## src/rtl/div_iter_unit_pkg.sv

```systemverilog
//==============================================================================
// Module      : div_iter_unit_pkg
// Description : Shared encodings and constants for the iterative divider.
// Revision    : 1.0 - initial release
//==============================================================================
`default_nettype none

package div_iter_unit_pkg;

    localparam logic [1:0] OP_DIV  = 2'b00;
    localparam logic [1:0] OP_DIVU = 2'b01;
    localparam logic [1:0] OP_REM  = 2'b10;
    localparam logic [1:0] OP_REMU = 2'b11;

    typedef enum logic [1:0] {
        ST_IDLE  = 2'd0,
        ST_CHECK = 2'd1,
        ST_CALC  = 2'd2,
        ST_FIX   = 2'd3
    } state_t;

    localparam logic [31:0] DIV0_QUOT = 32'hFFFF_FFFF;
    localparam logic [31:0] OVF_QUOT  = 32'h8000_0000;

endpackage

`default_nettype wire

```

## src/rtl/div_iter_unit_negate.sv

```systemverilog
//==============================================================================
// Module      : div_negate
// Description : Conditional two's-complement negation (out = neg ? -in : in).
// Revision    : 1.0 - initial release
//==============================================================================
`default_nettype none

module div_negate #(
    parameter int WIDTH = 32
) (
    input  logic [WIDTH-1:0] i_val,
    input  logic             i_neg,
    output logic [WIDTH-1:0] o_val
);

    assign o_val = i_neg ? ((~i_val) + WIDTH'(1)) : i_val;

endmodule

`default_nettype wire

```

## src/rtl/div_iter_unit.sv

```systemverilog
//==============================================================================
// Module      : div_iter_unit
// Description : Iterative restoring divider (DIV/DIVU/REM/REMU) that borrows
//               the ALU's DSP subtractor. Optional macro DIV_ITER_EARLY_OUT_EN
//               finishes in CHECK when |dividend| < |divisor|.
// Revision    : 1.0 - initial release
//==============================================================================
`default_nettype none

module div_iter_unit
    import div_iter_unit_pkg::*;
#(
    parameter int XLEN  = 32,
    parameter int CNT_W = 5
) (
    input  logic            clk,
    input  logic            rst,
    input  logic            start,
    input  logic [1:0]      op,
    input  logic [XLEN-1:0] dividend,
    input  logic [XLEN-1:0] divisor,
    output logic [XLEN-1:0] sub_a,
    output logic [XLEN-1:0] sub_b,
    input  logic [XLEN-1:0] sub_diff,
    output logic            busy,
    output logic            done,
    output logic [XLEN-1:0] result
);

    state_t             state_q, state_d;
    logic [CNT_W-1:0]   cnt_q, cnt_d;
    logic [XLEN-1:0]    q_q, q_d;
    logic [XLEN-1:0]    rem_q, rem_d;
    logic [XLEN-1:0]    dvsr_q, dvsr_d;
    logic [XLEN-1:0]    result_q, result_d;
    logic               sign_a_q, sign_a_d;
    logic               sign_b_q, sign_b_d;
    logic               is_signed_q, is_signed_d;
    logic               is_rem_q, is_rem_d;
    logic               div0_q, div0_d;
    logic               ovf_q, ovf_d;
    logic               done_q, done_d;

    logic               in_signed;
    logic [XLEN-1:0]    mag_a, mag_b;
    logic [XLEN-1:0]    rem_sh;
    logic               borrow;
    logic               div0_w, ovf_w;
    logic [XLEN-1:0]    fix_in, fix_out;
    logic               fix_neg;

    assign in_signed = (op == OP_DIV) || (op == OP_REM);

    div_negate #(.WIDTH(XLEN)) u_neg_a (
        .i_val (dividend),
        .i_neg (in_signed & dividend[XLEN-1]),
        .o_val (mag_a)
    );

    div_negate #(.WIDTH(XLEN)) u_neg_b (
        .i_val (divisor),
        .i_neg (in_signed & divisor[XLEN-1]),
        .o_val (mag_b)
    );

    // DIV negates by the sign mismatch, REM follows the dividend's sign.
    assign fix_in  = is_rem_q ? rem_q : q_q;
    assign fix_neg = is_rem_q ? sign_a_q : (sign_a_q ^ sign_b_q);

    div_negate #(.WIDTH(XLEN)) u_neg_res (
        .i_val (fix_in),
        .i_neg (fix_neg),
        .o_val (fix_out)
    );

    assign rem_sh = {rem_q[XLEN-2:0], q_q[XLEN-1]};

    always_comb begin
        sub_a = '0;
        sub_b = '0;
        case (state_q)
            ST_CHECK: begin
                sub_a = q_q;
                sub_b = dvsr_q;
            end
            ST_CALC: begin
                sub_a = rem_sh;
                sub_b = dvsr_q;
            end
            default: ;
        endcase
    end

    // Unsigned sub_a < sub_b derived from the external difference.
    assign borrow = (sub_a[XLEN-1] ^ sub_b[XLEN-1]) ? sub_b[XLEN-1] : sub_diff[XLEN-1];

    assign div0_w = (dvsr_q == '0);
    assign ovf_w  = is_signed_q & sign_a_q & sign_b_q & (q_q == OVF_QUOT) & (dvsr_q == XLEN'(1));

    always_comb begin
        state_d     = state_q;
        cnt_d       = cnt_q;
        q_d         = q_q;
        rem_d       = rem_q;
        dvsr_d      = dvsr_q;
        result_d    = result_q;
        sign_a_d    = sign_a_q;
        sign_b_d    = sign_b_q;
        is_signed_d = is_signed_q;
        is_rem_d    = is_rem_q;
        div0_d      = div0_q;
        ovf_d       = ovf_q;
        done_d      = 1'b0;

        case (state_q)
            ST_IDLE: begin
                if (start) begin
                    is_signed_d = in_signed;
                    is_rem_d    = (op == OP_REM) || (op == OP_REMU);
                    sign_a_d    = in_signed & dividend[XLEN-1];
                    sign_b_d    = in_signed & divisor[XLEN-1];
                    q_d         = mag_a;
                    rem_d       = '0;
                    dvsr_d      = mag_b;
                    div0_d      = 1'b0;
                    ovf_d       = 1'b0;
                    state_d     = ST_CHECK;
                end
            end
            ST_CHECK: begin
                cnt_d  = '1;
                div0_d = div0_w;
                ovf_d  = ovf_w;
`ifdef DIV_ITER_EARLY_OUT_EN
                if (div0_w || ovf_w || borrow) begin
`else
                if (div0_w || ovf_w) begin
`endif
                    // Fast path: remainder is the dividend magnitude, quotient 0.
                    rem_d   = q_q;
                    q_d     = '0;
                    state_d = ST_FIX;
                end else begin
                    state_d = ST_CALC;
                end
            end
            ST_CALC: begin
                if (borrow && !rem_q[XLEN-1]) begin
                    rem_d = rem_sh;
                    q_d   = {q_q[XLEN-2:0], 1'b0};
                end else begin
                    rem_d = sub_diff;
                    q_d   = {q_q[XLEN-2:0], 1'b1};
                end
                if (cnt_q == '0) begin
                    state_d = ST_FIX;
                end else begin
                    cnt_d = cnt_q - CNT_W'(1);
                end
            end
            ST_FIX: begin
                if (ovf_q) begin
                    result_d = is_rem_q ? '0 : OVF_QUOT;
                end else if (div0_q && !is_rem_q) begin
                    result_d = DIV0_QUOT;
                end else begin
                    result_d = fix_out;
                end
                done_d  = 1'b1;
                state_d = ST_IDLE;
            end
            default: state_d = ST_IDLE;
        endcase
    end

    always_ff @(posedge clk or posedge rst) begin
        if (rst) begin
            state_q     <= ST_IDLE;
            cnt_q       <= '0;
            q_q         <= '0;
            rem_q       <= '0;
            dvsr_q      <= '0;
            result_q    <= '0;
            sign_a_q    <= 1'b0;
            sign_b_q    <= 1'b0;
            is_signed_q <= 1'b0;
            is_rem_q    <= 1'b0;
            div0_q      <= 1'b0;
            ovf_q       <= 1'b0;
            done_q      <= 1'b0;
        end else begin
            state_q     <= state_d;
            cnt_q       <= cnt_d;
            q_q         <= q_d;
            rem_q       <= rem_d;
            dvsr_q      <= dvsr_d;
            result_q    <= result_d;
            sign_a_q    <= sign_a_d;
            sign_b_q    <= sign_b_d;
            is_signed_q <= is_signed_d;
            is_rem_q    <= is_rem_d;
            div0_q      <= div0_d;
            ovf_q       <= ovf_d;
            done_q      <= done_d;
        end
    end

    assign busy   = (state_q != ST_IDLE);
    assign done   = done_q;
    assign result = result_q;

endmodule

`default_nettype wire

```

## config.mk

```make
export PLATFORM = sky130hd
export DESIGN_NAME = div_iter_unit
export DESIGN_NICKNAME = d
export VERILOG_FILES = /design/src/rtl/div_iter_unit_pkg.sv /design/src/rtl/div_iter_unit_negate.sv /design/src/rtl/div_iter_unit.sv
export SDC_FILE = /design/constraint.sdc
export NUM_CORES = 1
export LEC_CHECK = 0
export ABC_AREA = 1
export BUFFER_PORTS_ARGS = -buffer_cell sky130_fd_sc_hd__clkbuf_2
export CAP_MARGIN = 5
export CORE_MARGIN = 3
export CORE_UTILIZATION = 50
export DETAILED_ROUTE_END_ITERATION = 8
export PLACE_DENSITY = 0.76
export SYNTH_ARGS = -nofsm -noshare
export SYNTH_HDL_FRONTEND = slang
export SYNTH_SLANG_ARGS = --single-unit
```

## constraint.sdc

```tcl
create_clock -name clk -period 4.1 [get_ports clk]
set_clock_uncertainty 0.15 [all_clocks]
set_input_delay 0.205 -clock clk [delete_from_list [all_inputs] [get_ports clk]]
set_output_delay 0.205 -clock clk [all_outputs]
set_load 0.05 [all_outputs]
```

==> metrics, run 1 <==
status=complete, no violations; proportion of layout cells with a drive suffix above 1=between 15 and 20%; CTS buffer count=17; worst slew pin tran=slightly below 1 ns; delay of the slowest critical-path stage=between 0.4 and 0.5 ns; Crit. End Element=primary output; delay-heaviest family, CP=buffers and inverters; Post-synth EDFFs=0; cells on worst reg2reg path=12; RSZ-0062 raised after global routing=false; Hold Crit Start=sub_diff[14]; ys flop type=dfrtp_1; Max-Cap Viols=0; Core Region=around 20000 um^2; P_sw=between 6000 and 7000 uW; die width=between 150 and 200 um; WP buf/inv=6; initial antenna violation count=1; Wirelength per Cell=15.8 um; Setup Total Neg Slack=0 ns; crit share post-route=between 70% and 80%; ys async rst share=100%; Synthesis Warnings=0; post-route insts no fill=2179; Synth Area per Inst=roughly 6.2 um^2; Nets=2006; CTS sink count=~140; cts repair resizes=0; Reg2Reg Launch Point=state_q[1]; CTS tree=yes; top-area cell type share of the netlist area=between 30% and 40%; Die Height=~150 um; clock network latency to the later pin of the worst-skew pair=roughly 0.44 ns; power per cell area=between 800 and 900 nW/um^2; die footprint=approximately 23000 um^2; CP Launch Type=flip-flop; VDD IR max=around 0.00064 V; Area after DPL=approximately 12000 um^2; DRT Pass-1 Iters=8; initial core utilization=between 50% and 60%; Slew HR=a little over a third; cell area after synthesis=10600 um^2; Req. time, crit path=approximately 3.7 ns; largest net degree at the start of global routing=between 100 and 150; CP max-delay cell=buf_4; switching fraction of total power=55.8%; Final Slew Violations=0; dominant cells by area after synthesis=dfrtp_1 34%, nand2_1 19%, inv_1 7.6%; Syn Inst Count=about 1.7k; RePlAce Congestion=0.935; FF-to-FF End=rem_q[5]; IO Pins=about 200; critical path class=flip-flop to primary output; vias post-DR=roughly 12k; Diodes inserted=0; first-iteration detailed-routing DRC count=~1.1k; post-placement cell count=~2.1k; Sequential Power Share=22.1%; clock root buffer=clkbuf_16; Post-Synthesis Net Count=roughly 1.8k; CTS H-tree lvls=4; first-pass GRT wire length=about 55000 um; Worst Hold Class=primary input to flip-flop; sequential share of the synthesized area=around a third; area grow syn2layout=24.4%; Detailed Route WL=approximately 34000 um; flops & latches, synth=142; # setup viols final=0; Clock power frac=between 10% and 20%; most used cell, CP=inv_1; DRC=0; CP arrival=about 2.9 ns; Row Count=52; Combinational Power Share=63.2%; Final min period=3.22 ns; hpwl dp=~25000 um; vias in the first global route=between 10k and 15k; clock-pin transition on the worst setup and hold timing paths=0.06 ns; Final ANT Viol Nets=0; Vias per Instance=between 5 and 6; final hold viol count=0; hold depth=5; PortBufs=~200; Hold Path End=rem_q[14]; remaining global-route overflow=0; post-synth top area cell=dfrtp_1; Clock Path Buffers=2; post-synth cell types=42; critical-path cell list=inv_1 > ha_1 > buf_4 > nand2_1 > inv_1 > buf_4 > a21oi_1 > inv_1 > buf_12; GRT Overall Usage=~30%; setup slack, reg-to-reg=between 1 and 1.5 ns; static leakage=between 0.007 and 0.008 uW; Int Pwr=5120 uW; maximum fanout along the worst path=29; fin area=about 13000 um^2; Max Freq=just over 300 MHz
[area by class of cell]
type | count | area (um^2)
Fill cell | 1888 | 7320
Sequential cell | 142 | 3550
Inverter | 221 | 836
Multi-Input combinational cell | 1262 | 5810
Tap cell | 270 | 338
Clock inverter | 12 | 181
Clock buffer | 20 | 457
Timing Repair Buffer | 252 | 2000
[sequential cells by signal (all words and copies together) (netlist names)]
register / cells
dvsr_q: 32
q_q: 32
rem_q: 32
result: 32
cnt_q: 5
state_q: 2
div0_q: 1
done: 1
is_rem_q: 1
is_signed_q: 1
ovf_q: 1
sign_a_q: 1
sign_b_q: 1
[cell usage after synthesis (2+ instances only)]
master / count
xor2_1: 14
a21oi_1: 96
or2_2: 6
buf_1: 5
nor2_4: 4
buf_2: 16
o22ai_1: 9
nand2_1: 547
inv_2: 3
o21ai_0: 115
o211ai_1: 3
ha_1: 9
nand2_4: 3
a22o_1: 3
dfrtp_1: 142
buf_4: 3
nor3_1: 76
o32ai_1: 2
inv_1: 215
nand3_2: 2
nand3_1: 138
o21ai_2: 3
nand3b_1: 3
clkinv_1: 2
nor2_2: 13
clkbuf_1: 40
a31oi_1: 3
buf_6: 10
o31ai_1: 5
nand2_2: 17
and2_1: 2
nor2_1: 135
nand4_1: 21
o21ai_1: 27
[cell usage in the layout, fill, tap and decap left out, types with 14 or more instances in the layout]
master	instances
inv_1	214
nor3_1	76
nand2_1	547
nor2_1	133
o21ai_0	115
nand3_1	138
clkbuf_16	17
nor2_2	15
buf_12	34
a21oi_1	96
xor2_1	14
nand2_2	17
o21ai_1	27
buf_4	14
dfrtp_1	141
dlygate4sd3_1	38
nand4_1	21
clkbuf_2	166
[per-stage QoR]
| step | total power, uW | hold slack [ns] | utilization, % | setup WS (ns) |
|---|---|---|---|---|
| after floorplan | 7870 | 0.167 | - | 1.26 |
| after global placement | 9630 | 0.271 | 59.3 | 1.18 |
| after detailed placement | 9750 | 0.274 | 59.3 | 1.12 |
| after CTS | 11500 | 0.000130 | 64.3 | 0.931 |
| after global routing | 12400 | 0.0131 | 64.3 | 0.713 |
| final | 11600 | 0.000357 | 64.3 | 0.878 |
[metal layers]
metal	routed length, um	part of all wire (%)	GRT usage (%)
met3	2800	8.2	6.16
met1	13700	40	38.2
met2	16400	48	50.1
met5	20	0.058	0
met4	1370	4.0	12.7
[cells by family (layout without fill, tap and decap cells)]
| logic type | after synthesis | in the layout | share of synthesized area [%] |
|---|---|---|---|
| buf+inv | 296 | 505 | 11.6 |
| xor+xnor | 15 | 15 | 1.24 |
| compound gates | 268 | 268 | 13.3 |
| simple gates | 970 | 970 | 39.2 |
| fa+ha+maj | 9 | 9 | 1.06 |
| flops | 142 | 142 | 33.6 |
[power groups by stage]
stage	Sequential (uW)	Clock (uW)	Combinational (uW)
2_1_floorplan	2810	0	5060
3_3_place_gp	2550	0	7090
3_5_place_dp	2550	0	7200
4_1_cts	2540	1710	7260
5_1_grt	2630	1780	8030
6_report	2560	1700	7310
[what timing repair did]
action                                  4_1_cts  5_1_grt
setup buffers                                 0        0
endpoints found under the setup margin        0        0
endpoints found under the hold margin       179        0
hold buffers                                 38        0
[worst reg2reg max path, cell delays in order (launching register included)]
cell and delay (ns):
dfrtp_1 0.41, inv_1 0.09, ha_1 0.30, buf_4 0.24, clkinv_1 0.13, a21oi_1 0.29
nand2_1 0.09, nand2_1 0.12, nand3_1 0.46, buf_4 0.42, a21oi_1 0.18, nand2_1 0.07
o21ai_0 0.08
[how the worst max path moves through the flow]
| stage | startpoint | to | slack [ns] | cells past startpoint |
|---|---|---|---|---|
| floorplan | state_q[1] | rem_q[5] | 1.26 | 12 |
| global placement | is_rem_q | result[28] | 1.18 | 14 |
| detailed placement | state_q[1] | rem_q[0] | 1.12 | 12 |
| CTS | state_q[1] | sub_a[17] | 0.93 | 9 |
| global route | state_q[1] | sub_a[17] | 0.71 | 9 |
| finish | state_q[1] | sub_a[18] | 0.88 | 9 |
Power figures use the tool's default switching activity.
==> run 2, diff against run 1 <==
==> constraint.sdc (replaced) <==
create_clock -name clk -period 2.64 [get_ports clk]
set_clock_uncertainty 0.15 [all_clocks]
set_input_delay 0.132 -clock clk [delete_from_list [all_inputs] [get_ports clk]]
set_output_delay 0.132 -clock clk [all_outputs]
set_load 0.05 [all_outputs]
==> metrics, run 2 (synthesized netlist as in run 1, its figures left out) <==
initial core utilization=about half; cells on worst reg2reg path=13; GRT Overall Usage=a little under a third; Final ANT Viol Nets=0; VDD IR max=approximately 0.00097 V; Clock Path Buffers=2; Wirelength per Cell=around 16 um; Detailed Route WL=37100 um; CTS H-tree lvls=4; clock-pin transition on the worst setup and hold timing paths=approximately 0.060 ns; DRT Pass-1 Iters=5; Final Slew Violations=0; Diodes inserted=0; post-route insts no fill=approximately 2.3k; PortBufs=a little under 200; Slew HR=61.5%; worst slew pin tran=~0.58 ns; power per cell area=~1300 nW/um^2; status=complete, but fails checks; hold slack=approximately 0.0092 ns; leading cell type in the layout, fill and taps excluded=nand2_1; Max-Cap Viols=0; # setup viols final=1; failing checks=setup timing; clock root buffer=clkbuf_16; vias post-DR=12.5k; critical path class=flip-flop to primary output; Worst Hold Class=primary input to flip-flop; final hold viol count=0; CTS sink count=approximately 140; Die Height=around 150 um; area grow syn2layout=34.0%; DRC=0; proportion of layout cells with a drive suffix above 1=19.6%; Final min period=2.67 ns; die width=152 um; crit share post-route=101%; # fillers=~1.7k; Req. time, crit path=2.36 ns; IO Pins=about 200; CP arrival=2.39 ns; remaining global-route overflow=0; first-iteration detailed-routing DRC count=around 1.0k; post-placement cell count=between 2k and 2.5k; CP Launch Type=flip-flop; Crit. End Element=primary output; first-pass GRT wire length=around 58000 um; RePlAce Congestion=0.963; CTS buffer count=17; Nets=between 2k and 2.5k; static leakage=0.00758 uW; hold depth=5; initial antenna violation count=0; Row Count=52; Vias per Instance=~5.5; Core Region=20500 um^2; Max Freq=374 MHz; CTS tree=yes; hpwl dp=26000 um; RSZ-0062 raised after global routing=true; clock network latency to the later pin of the worst-skew pair=~0.43 ns; vias in the first global route=around 12k; largest net degree at the start of global routing=74; worst setup margin=-0.0345 ns; die footprint=about 23000 um^2; most frequent cells in the layout=546 x nand2_1, 213 x inv_1, 166 x clkbuf_2, 141 x dfrtp_1, 136 x nand3_1; maximum fanout along the worst path=16
==> run 2: cell type report <==
class	count	area (um^2)	share of cell area (%)
clock buffers	19	433	3.05
clock inverters	13	140	0.988
inverters	221	845	5.95
multi-input cells	1262	6090	42.9
flip-flops and latches	142	3550	25.1
well taps	270	338	2.38
repair buffers	324	2790	19.6
==> run 2: metal layers <==
metal,track usage (%),up-vias,wire length [um]
li1,-,5971,-
met1,40.6,5760,14700
met2,51.9,632,17800
met3,5.38,103,2970
met4,15.1,0,1660
met5,0,-,0
==> run 2: worst max-delay path: stages, from the launching register on <==
cell	delay, ns
dfrtp_1	0.41
inv_1	0.12
ha_1	0.30
buf_4	0.19
nand2_1	0.12
inv_4	0.08
buf_12	0.17
a21oi_2	0.27
inv_1	0.13
buf_12	0.17
==> run 2: worst paths after layout <==
check                             start    endpoint  slack (ns)
max                          state_q[0]   sub_a[20]       -0.03
max reg2reg                  state_q[1]    rem_q[2]        0.17
min reg2reg                  result[10]  result[10]        0.33
min in group asynchronous           rst    rem_q[5]        0.16
min                        dividend[11]     q_q[11]       0.009
max in group asynchronous           rst      q_q[3]        1.39
==> run 2: what timing repair did <==
item / CTS / global route
cloned: 0 / 3
hold buffers: 77 / 0
endpoints found under the hold margin: 94 / 0
pin swaps: 0 / 4
endpoints found under the setup margin: 16 / 59
resized for setup: 19 / 48
buffers inserted: 0 / 5
==> run 2: power breakdown <==
group | internal (uW) | switching [uW] | total, uW
clock network | 1390 | 1030 | 2420
logic | 3900 | 8840 | 12700
registers | 3100 | 778 | 3880
==> run 2: through the flow <==
step                      area (um^2)  power [uW]  TNS (ns)  setup WS (ns)  util (%)
after floorplan                 10600       12200         0          0.135         -
after global placement          12400       15500         0          0.317      60.7
after detailed placement        12400       15700         0          0.231      60.7
after CTS                       13900       18300   -0.0686        -0.0244      67.7
after global routing            14200       20300    -0.242        -0.0558      69.2
final                           14200       19000   -0.0345        -0.0345      69.2
